[config.mk]
export PLATFORM = sky130hd
export DESIGN_NAME = mips_cpu_bus
export DESIGN_NICKNAME = d
export VERILOG_FILES = /design/src/rtl/mips_cpu_bus.sv
export SDC_FILE = /design/constraint.sdc
export NUM_CORES = 2
export LEC_CHECK = 0
export ABC_CLOCK_PERIOD_IN_PS = 15900
export CAP_MARGIN = 20
export CELL_PAD_IN_SITES_DETAIL_PLACEMENT = 1
export CELL_PAD_IN_SITES_GLOBAL_PLACEMENT = 2
export CORE_MARGIN = 5
export CORE_UTILIZATION = 47
export CTS_CLUSTER_DIAMETER = 80
export CTS_CLUSTER_SIZE = 12
export DETAILED_ROUTE_END_ITERATION = 12
export HOLD_SLACK_MARGIN = 0.03
export MAX_ROUTING_LAYER = met4
export PLACE_DENSITY = 0.89
export SYNTH_ARGS = -nofsm -noshare
export SYNTH_HDL_FRONTEND = slang
export SYNTH_SLANG_ARGS = --single-unit
[constraint.sdc]
create_clock -name clk -period 15.9 [get_ports clk]
set_input_delay 3.975 -clock clk [delete_from_list [all_inputs] [get_ports clk]]
set_output_delay 3.975 -clock clk [all_outputs]
set_load 0.005 [all_outputs]
[src/rtl/mips_cpu_bus.sv]
// mips_cpu_bus: multi-cycle MIPS-I subset CPU with a single memory bus.
// Each instruction is fetched (FETCH), executed (EXEC), optionally given a
// data access (MEM, LW/SW only) and then the next fetch starts. The CPU
// halts when the next fetch would be issued at address 0.
//
// Ports:
//   clk          single clock, rising edge
//   reset        synchronous, active-high reset
//   active       1 while executing, 0 once halted
//   register_v0  live copy of GPR $2
//   address      word-aligned byte address of the current bus request
//   write/read   bus request strobes (never both set)
//   waitrequest  slave stall; request signals are held while it is 1
//   writedata    store data
//   byteenable   byte lanes of the current request
//   readdata     read data, valid in the cycle a read completes
//
// Optional feature macro: MULDIV_EN adds HI/LO, MULTU, DIVU, MFHI and MFLO.
// Without it those instructions execute as NOP.
module mips_cpu_bus (
  input  logic        clk,
  input  logic        reset,
  output logic        active,
  output logic [31:0] register_v0,
  output logic [31:0] address,
  output logic        write,
  output logic        read,
  input  logic        waitrequest,
  output logic [31:0] writedata,
  output logic [3:0]  byteenable,
  input  logic [31:0] readdata
);

  typedef enum logic [1:0] {FETCH, EXEC, MEM, HALT} state_t;

  localparam logic [31:0] RESET_PC = 32'hBFC0_0000;

  localparam logic [5:0] OP_SPECIAL = 6'h00;
  localparam logic [5:0] OP_REGIMM  = 6'h01;
  localparam logic [5:0] OP_J       = 6'h02;
  localparam logic [5:0] OP_JAL     = 6'h03;
  localparam logic [5:0] OP_BEQ     = 6'h04;
  localparam logic [5:0] OP_BNE     = 6'h05;
  localparam logic [5:0] OP_ADDIU   = 6'h09;
  localparam logic [5:0] OP_SLTI    = 6'h0A;
  localparam logic [5:0] OP_SLTIU   = 6'h0B;
  localparam logic [5:0] OP_ANDI    = 6'h0C;
  localparam logic [5:0] OP_ORI     = 6'h0D;
  localparam logic [5:0] OP_XORI    = 6'h0E;
  localparam logic [5:0] OP_LUI     = 6'h0F;
  localparam logic [5:0] OP_LW      = 6'h23;
  localparam logic [5:0] OP_SW      = 6'h2B;

  localparam logic [5:0] F_SLL   = 6'h00;
  localparam logic [5:0] F_SRL   = 6'h02;
  localparam logic [5:0] F_SRA   = 6'h03;
  localparam logic [5:0] F_JR    = 6'h08;
  localparam logic [5:0] F_MFHI  = 6'h10;
  localparam logic [5:0] F_MFLO  = 6'h12;
  localparam logic [5:0] F_MULTU = 6'h19;
  localparam logic [5:0] F_DIVU  = 6'h1B;
  localparam logic [5:0] F_ADDU  = 6'h21;
  localparam logic [5:0] F_SUBU  = 6'h23;
  localparam logic [5:0] F_AND   = 6'h24;
  localparam logic [5:0] F_OR    = 6'h25;
  localparam logic [5:0] F_XOR   = 6'h26;
  localparam logic [5:0] F_SLT   = 6'h2A;
  localparam logic [5:0] F_SLTU  = 6'h2B;

  localparam logic [4:0] RT_BLTZAL = 5'b10000;
  localparam logic [4:0] RT_BGEZAL = 5'b10001;

  state_t      state_reg, state_next;
  logic [31:0] pc_reg;          // address of the instruction in flight
  logic [31:0] npc_reg;         // address of the next instruction (delay slot aware)
  logic [31:0] ir_reg;
  logic [31:0] mem_addr_reg;    // registered so it stays stable under waitrequest
  logic [31:0] store_data_reg;
  logic [31:0] gpr_reg [0:31];

  // Instruction fields
  logic [5:0]  op, funct;
  logic [4:0]  rs, rt, rd, shamt;
  logic [15:0] imm;
  logic [25:0] target26;

  assign op       = ir_reg[31:26];
  assign rs       = ir_reg[25:21];
  assign rt       = ir_reg[20:16];
  assign rd       = ir_reg[15:11];
  assign shamt    = ir_reg[10:6];
  assign funct    = ir_reg[5:0];
  assign imm      = ir_reg[15:0];
  assign target26 = ir_reg[25:0];

  logic [31:0] rs_val, rt_val, imm_sext, imm_zext, pc_plus4, branch_target, mem_ea;

  // $0 is cleared on reset and never written, so it always reads 0.
  assign rs_val        = gpr_reg[rs];
  assign rt_val        = gpr_reg[rt];
  assign imm_sext      = {{16{imm[15]}}, imm};
  assign imm_zext      = {16'd0, imm};
  assign pc_plus4      = pc_reg + 32'd4;
  assign branch_target = pc_plus4 + {imm_sext[29:0], 2'b00};
  assign mem_ea        = rs_val + imm_sext;

  assign register_v0 = gpr_reg[2];
  assign active      = (state_reg != HALT);

`ifdef MULDIV_EN
  logic [31:0] hi_reg, lo_reg;
  logic [31:0] md_rem_reg, md_quot_reg, md_div_reg;
  logic [4:0]  md_cnt_reg;
  logic        md_busy_reg;
  logic [63:0] product;
  logic [32:0] md_shift, md_diff;
  logic [31:0] md_rem_step, md_quot_step;

  assign product = {32'd0, rs_val} * {32'd0, rt_val};

  // One restoring-division step per cycle; a borrow out of bit 32 means
  // the shifted remainder was smaller than the divisor.
  assign md_shift     = {md_rem_reg, md_quot_reg[31]};
  assign md_diff      = md_shift - {1'b0, md_div_reg};
  assign md_rem_step  = md_diff[32] ? md_shift[31:0] : md_diff[31:0];
  assign md_quot_step = {md_quot_reg[30:0], ~md_diff[32]};
`endif

  // Execute-stage decode
  logic        wb_en;
  logic [4:0]  wb_addr;
  logic [31:0] wb_data;
  logic        taken;
  logic [31:0] jump_pc;
  logic        exec_done;
  logic        is_mem;

  always_comb begin
    wb_en     = 1'b0;
    wb_addr   = rd;
    wb_data   = 32'd0;
    taken     = 1'b0;
    jump_pc   = branch_target;
    exec_done = 1'b1;
    is_mem    = 1'b0;
    case (op)
      OP_SPECIAL: begin
        case (funct)
          F_ADDU:  begin wb_en = 1'b1; wb_data = rs_val + rt_val; end
          F_SUBU:  begin wb_en = 1'b1; wb_data = rs_val - rt_val; end
          F_AND:   begin wb_en = 1'b1; wb_data = rs_val & rt_val; end
          F_OR:    begin wb_en = 1'b1; wb_data = rs_val | rt_val; end
          F_XOR:   begin wb_en = 1'b1; wb_data = rs_val ^ rt_val; end
          F_SLT:   begin wb_en = 1'b1; wb_data = {31'd0, $signed(rs_val) < $signed(rt_val)}; end
          F_SLTU:  begin wb_en = 1'b1; wb_data = {31'd0, rs_val < rt_val}; end
          F_SLL:   begin wb_en = 1'b1; wb_data = rt_val << shamt; end
          F_SRL:   begin wb_en = 1'b1; wb_data = rt_val >> shamt; end
          F_SRA:   begin wb_en = 1'b1; wb_data = $signed(rt_val) >>> shamt; end
          F_JR:    begin taken = 1'b1; jump_pc = rs_val; end
`ifdef MULDIV_EN
          F_MFHI:  begin wb_en = 1'b1; wb_data = hi_reg; end
          F_MFLO:  begin wb_en = 1'b1; wb_data = lo_reg; end
          F_MULTU: exec_done = 1'b1;
          // Divide by zero finishes at once and leaves HI/LO untouched.
          F_DIVU:  exec_done = (rt_val == 32'd0) || (md_busy_reg && (md_cnt_reg == 5'd31));
`endif
          default: ;
        endcase
      end
      OP_REGIMM: begin
        if (rt == RT_BLTZAL || rt == RT_BGEZAL) begin
          // The link is written whether or not the branch is taken.
          wb_en   = 1'b1;
          wb_addr = 5'd31;
          wb_data = pc_reg + 32'd8;
          taken   = (rt == RT_BLTZAL) ? rs_val[31] : ~rs_val[31];
        end
      end
      OP_J:     begin taken = 1'b1; jump_pc = {pc_plus4[31:28], target26, 2'b00}; end
      OP_JAL: begin
        taken   = 1'b1;
        jump_pc = {pc_plus4[31:28], target26, 2'b00};
        wb_en   = 1'b1;
        wb_addr = 5'd31;
        wb_data = pc_reg + 32'd8;
      end
      OP_BEQ:   taken = (rs_val == rt_val);
      OP_BNE:   taken = (rs_val != rt_val);
      OP_ADDIU: begin wb_en = 1'b1; wb_addr = rt; wb_data = rs_val + imm_sext; end
      OP_SLTI:  begin wb_en = 1'b1; wb_addr = rt; wb_data = {31'd0, $signed(rs_val) < $signed(imm_sext)}; end
      OP_SLTIU: begin wb_en = 1'b1; wb_addr = rt; wb_data = {31'd0, rs_val < imm_sext}; end
      OP_ANDI:  begin wb_en = 1'b1; wb_addr = rt; wb_data = rs_val & imm_zext; end
      OP_ORI:   begin wb_en = 1'b1; wb_addr = rt; wb_data = rs_val | imm_zext; end
      OP_XORI:  begin wb_en = 1'b1; wb_addr = rt; wb_data = rs_val ^ imm_zext; end
      OP_LUI:   begin wb_en = 1'b1; wb_addr = rt; wb_data = {imm, 16'd0}; end
      OP_LW,
      OP_SW:    is_mem = 1'b1;
      default: ;
    endcase
  end

  // Register-file write port: ALU/link results in EXEC, load data in MEM.
  logic        rf_we;
  logic [4:0]  rf_waddr;
  logic [31:0] rf_wdata;

  always_comb begin
    rf_we    = 1'b0;
    rf_waddr = wb_addr;
    rf_wdata = wb_data;
    if (state_reg == EXEC && exec_done && wb_en) begin
      rf_we = 1'b1;
    end else if (state_reg == MEM && op == OP_LW && !waitrequest) begin
      rf_we    = 1'b1;
      rf_waddr = rt;
      rf_wdata = readdata;
    end
  end

  // Next state and bus outputs
  always_comb begin
    state_next = state_reg;
    read       = 1'b0;
    write      = 1'b0;
    address    = 32'd0;
    writedata  = store_data_reg;
    byteenable = 4'b0000;
    case (state_reg)
      FETCH: begin
        read       = 1'b1;
        address    = pc_reg;
        byteenable = 4'b1111;
        if (!waitrequest) state_next = EXEC;
      end
      EXEC: begin
        // npc_reg becomes the PC of the next fetch.
        if (exec_done) begin
          if (is_mem)                  state_next = MEM;
          else if (npc_reg == 32'd0)   state_next = HALT;
          else                         state_next = FETCH;
        end
      end
      MEM: begin
        address    = mem_addr_reg;
        byteenable = 4'b1111;
        if (op == OP_SW) write = 1'b1;
        else             read  = 1'b1;
        // pc_reg was already advanced at the end of EXEC.
        if (!waitrequest) state_next = (pc_reg == 32'd0) ? HALT : FETCH;
      end
      HALT: ;
      default: state_next = HALT;
    endcase
    if (reset) begin
      read  = 1'b0;
      write = 1'b0;
    end
  end

  always_ff @(posedge clk) begin
    if (reset) begin
      state_reg      <= FETCH;
      pc_reg         <= RESET_PC;
      npc_reg        <= RESET_PC + 32'd4;
      ir_reg         <= 32'd0;
      mem_addr_reg   <= 32'd0;
      store_data_reg <= 32'd0;
      for (int i = 0; i < 32; i++) gpr_reg[i] <= 32'd0;
    end else begin
      state_reg <= state_next;
      if (state_reg == FETCH && !waitrequest) ir_reg <= readdata;
      if (state_reg == EXEC && exec_done) begin
        pc_reg         <= npc_reg;
        npc_reg        <= taken ? jump_pc : npc_reg + 32'd4;
        mem_addr_reg   <= mem_ea & ~32'h3;
        store_data_reg <= rt_val;
      end
      if (rf_we && rf_waddr != 5'd0) gpr_reg[rf_waddr] <= rf_wdata;
    end
  end

`ifdef MULDIV_EN
  always_ff @(posedge clk) begin
    if (reset) begin
      hi_reg      <= 32'd0;
      lo_reg      <= 32'd0;
      md_rem_reg  <= 32'd0;
      md_quot_reg <= 32'd0;
      md_div_reg  <= 32'd0;
      md_cnt_reg  <= 5'd0;
      md_busy_reg <= 1'b0;
    end else if (state_reg == EXEC && op == OP_SPECIAL) begin
      if (funct == F_MULTU) begin
        {hi_reg, lo_reg} <= product;
      end else if (funct == F_DIVU && rt_val != 32'd0) begin
        if (!md_busy_reg) begin
          md_busy_reg <= 1'b1;
          md_rem_reg  <= 32'd0;
          md_quot_reg <= rs_val;
          md_div_reg  <= rt_val;
          md_cnt_reg  <= 5'd0;
        end else begin
          md_rem_reg  <= md_rem_step;
          md_quot_reg <= md_quot_step;
          md_cnt_reg  <= md_cnt_reg + 5'd1;
          if (md_cnt_reg == 5'd31) begin
            md_busy_reg <= 1'b0;
            hi_reg      <= md_rem_step;
            lo_reg      <= md_quot_step;
          end
        end
      end
    end
  end
`endif

endmodule

After elaboration in Yosys (flattened, before gate mapping)

Memory sizes are Yosys's and may differ from the RTL's. A register that Yosys moved wholly into a read port is not among the register bits.
Cells that the tools add are included.

Flip-flop bits (word level): 160
Bits in writable memories: 1024
Bits of input ports: 35
Output and inout port bits: 103
Memories kept: 1

Memories:

| memory  | words | bits a word | rd ports | clocked after Yosys merged registers in | wr ports | RTL line | source |
|---|---|---|---|---|---|---|---|
| gpr_reg | 32    | 32          | 3        | 2                                       | 32       | 79       | `logic [31:0] gpr_reg [0:31];` |

$add $sub $neg: 7
$lt $le $gt $ge: 4
Equality and inequality tests: 33
Shift-type cells: 3
Mux-type cells: 48
Bitwise operators: 7
Reductions and logical operators: 22

Operator list:

| operator              | count |
|---|---|
| $pmux 32 s10          | 2 |
| $mux 32               | 6 |
| $pmux 32 s2           | 2 |
| $add 32x32->32        | 3 |
| $lt 32x32->1          | 3 |
| $add 32x3->32 const B | 2 |
| $logic_not 32->1      | 2 |
| $eq 6x6->1 const B    | 9 |
| $eq 6x4->1 const B    | 8 |
| $mux 5                | 8 |
| $add 32x4->32 const B | 1 |
| $and 32x16->32        | 1 |
| $and 32x32->32        | 1 |
| $eq 32x32->1          | 1 |
| $lt 32x16->1          | 1 |
| $ne 32x32->1          | 1 |
| $or 32x16->32         | 1 |
| $or 32x32->32         | 1 |
| $reduce_or 32->1      | 1 |
| $shl 32x5->32         | 1 |
| $shr 32x5->32         | 1 |
| $sshr 32x5->32        | 1 |
| $sub 32x32->32        | 1 |
| $xor 32x16->32        | 1 |
| other kinds (29)      | 65 |

Logic depth before layout (Yosys ltp)

Depth in word-level cells: 13
Depth in mapped cells: 26
Depth with buffers taken out: 19

Worst setup path after synthesis

OpenSTA, ideal clock, no wires.

Path kind: input-to-output
Start point: input reset
End point: output write
Arrival: 4852 ps
Data required time: 11925 ps
Slack: 7073 ps
Cell stages on the path: 4
Path buffers: 3
Cell sequence: clkbuf_1 -> clkbuf_1 -> clkbuf_1 -> nor3b_1

Word-level cells in the longest chain between the ends: 1

RTL lines:

| item        | RTL line | source |
|---|---|---|
| from (decl) | 22       | `input logic reset,` |
| $mux 1      | 254      | `if (reset) begin` |
| to (decl)   | 26       | `output logic write,` |

No other way between the ends.

Worst setup path in the final report

Same ends and word-level chain as after synthesis.

==> out/summary.log <==
qor: synth.yosysMostFrequentCell nor2_1
qor: synth.post-synth-top-area-cell edfxtp_1
qor: global_routing.track_usage 0.424
qor: global_routing.grt_max_degree 132
qor: worst_setup_path.worst-path-max-fanout 67
qor: floorplanning.rows 147
qor: synth.ys_seq_elements 1194
qor: cells_and_area.fillers 16763
qor: detailed_routing.wl 358000 um
qor: worst_setup_path.setup.worst_path.end_class output port
qor: worst_setup_path.startpoint_type primary input
qor: synth.postSynthCellCount 6961
qor: worst_setup_path.critPathArrivalTime 5850 ps
qor: place.place_congestion 1.04
qor: job.max_cap_viol_count 0
qor: synth.edff_count_synth 1024
qor: cells_and_area.max_reg_flops 1024
qor: synth.combinational_family_with_the_most_area_after_synthesis multiplexers
qor: cells_and_area.multi_input_area 0.0390 mm2
qor: detailed_routing.vias 65182
qor: sta.achievable-frequency 102 MHz
qor: floorplanning.fp.dieArea 0.170 mm2
qor: synth.synth.cell_area 0.0759 mm2
qor: floorplanning.die_width 412 um
qor: sta.grt_setup_unrepaired no
qor: synth.netlist-cell-type-count 96
qor: global_routing.first_pass_grt_wire_length 498000 um
qor: detailed_routing.dr.pass1.iters 6
qor: sta.timing.final.crit_period 9830 ps
qor: synth.yosysSeqAreaShare 0.450
qor: clocking.cts_inserted_buffers 116
qor: sta.min_hold_slack 482 ps
qor: global_routing.globalRoute.totalOverflow 0
qor: synth.dominantRegCellSynth edfxtp_1
qor: clocking.clock_latency 830 ps
qor: pwr.cellPowerDensity 107 mW/mm2
qor: detailed_routing.via_per_inst 7.22
qor: global_routing.vias_in_the_first_global_route 65517
qor: sta.period_share 0.618
qor: cells_and_area.final_nets 7091
qor: floorplanning.fp.dieH 412 um
qor: synth.postSynth.asyncResetShare 0
qor: floorplanning.count_of_boundary_i_o_pins 138
qor: place.portBuffers 137
qor: sta.finalClockSkew 117 ps
qor: cells_and_area.final_layout_size_suffix_gt1_frac 0.147
qor: sta.setup_viol 0
qor: place.detailedPlacementHpwl 234000 um
qor: cells_and_area.syn2layout_area_growth 9.38%
qor: synth.post_synth_fa_ha_maj_area_fraction 0.0380
qor: pwr.max-vdd-ir-drop 0.0980 mV
qor: synth.avgSynthCellArea 10.9 um2
qor: sta.hold_viol 0
qor: clocking.cts.reportedPaths.clkPinSlew 60 ps
qor: sta.relSlewSlack 0.105
qor: worst_setup_path.crit_required 11930 ps
qor: floorplanning.start_util 0.473
qor: synth.synth.top_cell.area_share 0.405
qor: clocking.clock_sink_count 1194
qor: synth.yosys.area_share.simple 0.127
qor: worst_setup_path.setup.worst_path.class in -> out
qor: detailed_routing.drtIter0Drc 9317
qor: synth.yosys-mux-area-fraction 0.194
qor: cells_and_area.final_core_utilization 0.517
qor: clocking.resize_count_post_cts 0
qor: clocking.clock_tree.buffer_depth 3
qor: detailed_routing.drtAntennaViolNets 0
qor: clocking.cts_root_buffer clkbuf_16
qor: synth.synth_compound_gate_area_share 0.129
qor: global_routing.grt_antenna_before_repair 8
qor: clocking.cts_setup_buffers 0
qor: clocking.ctsHtreeMaxLevel 3
qor: sta.maxSlewViolCount 0
qor: synth.synth_warnings 0
qor: worst_hold_path.hp-class reg -> reg
qor: detailed_routing.drt_drc_violations_left 0
qor: synth.area_contributors_post_synth edfxtp_1 (41%), mux4_2 (13%), nor2_1 (6.6%)
qor: cells_and_area.ff_latch_area 0.0342 mm2
qor: clocking.tritoncts done
qor: sta.totalNegativeSetupSlack 0 ps
qor: floorplanning.core 0.161 mm2
qor: pwr.leakage 27.8 nW
qor: synth.post_synth_xor_area_fraction 0.0158
qor: clocking.post_cts_hold_buffer_count 0
qor: detailed_routing.wire_per_inst 39.7 um
qor: synth.commonest_cells_in_the_synthesized_netlist nor2_1 (1330), edfxtp_1 (1024), mux2i_1 (491), mux4_2 (428), clkbuf_1 (415)
qor: sta.worst_slew_pin_slew 1320 ps
qor: status.run_status complete, no violations
-- path summary, 6_finish.rpt --
check,start,to,slack (ps),cells after the start
min,writedata[17],writedata[17],480,2
max,reset,write,6070,4
min reg2reg,writedata[17],writedata[17],480,2
max reg2reg,flop,npc_reg[20],6080,21
-- where the power goes --
| part | total [mW] | internal (mW) | switching, mW |
|---|---|---|---|
| logic | 2.67 | 0.840 | 1.83 |
| clock network | 2.62 | 1.35 | 1.27 |
| registers | 3.62 | 3.51 | 0.109 |
-- cells by family after synthesis --
kind of cell	after synthesis
AOI/OAI and AO/OA	1409
adders and majority gates	228
muxes	936
other	1
DFF	1194
buffers and inverters	808
and+or+nand+nor	2248
xor gates and xnor gates	137
-- placed cells by master (no fill, tap or decap), types with 43 or more instances in the layout --
cell and instances:
mux2i_1 482, o22ai_1 77, nand2_1 349, a22oi_1 209, xnor2_1 91, o21ai_0 165
xor2_1 46, edfxtp_1 1024, dfxtp_1 156, inv_1 144, a211oi_1 98, nor2_1 1326
a21o_1 48, nand4_1 43, a22o_1 56, clkdlybuf4s50_1 136, mux4_2 428, nor3_1 75
ha_1 223, nand3_1 117, buf_4 223, clkbuf_16 119, a21oi_1 309
-- metal layers --
layer | track usage | vias to the layer above | wire length (um)
li1 | - | 25900 | -
met1 | 0.505 | 32982 | 126000
met2 | 0.626 | 4784 | 157000
met3 | 0.105 | 1516 | 41700
met5 | - | - | 0
met4 | 0.310 | 0 | 33900
-- stage by stage --
step / cells / total power [mW] / area [um2] / setup WS [ps]
2_1_floorplan: 6992 / 5.16 / 76000 / 7070
3_3_place_gp: 8860 / 6.19 / 79500 / 6100
3_5_place_dp: 8863 / 6.23 / 79600 / 6090
4_1_cts: 9009 / 8.81 / 82900 / 6090
5_1_grt: 9021 / 9.12 / 83000 / 5820
6_report: 9028 / 8.92 / 83000 / 6070
-- critical path, stage by stage --
cell and delay, ps:
buf_8 450, buf_4 760, nor3b_1 120, clkdlybuf4s50_1 480
-- final cells by class --
| type | count | share of cell area |
|---|---|---|
| well taps | 2160 | 0.0326 |
| flip-flops and latches | 1194 | 0.412 |
| clock buffers | 130 | 0.0365 |
| repair buffers | 372 | 0.0392 |
| clock inverters | 16 | 0.00314 |
| diodes | 12 | 0.000362 |
| multi-input cells | 4990 | 0.469 |
| inverters | 154 | 0.00696 |
Power figures use the tool's default switching activity.
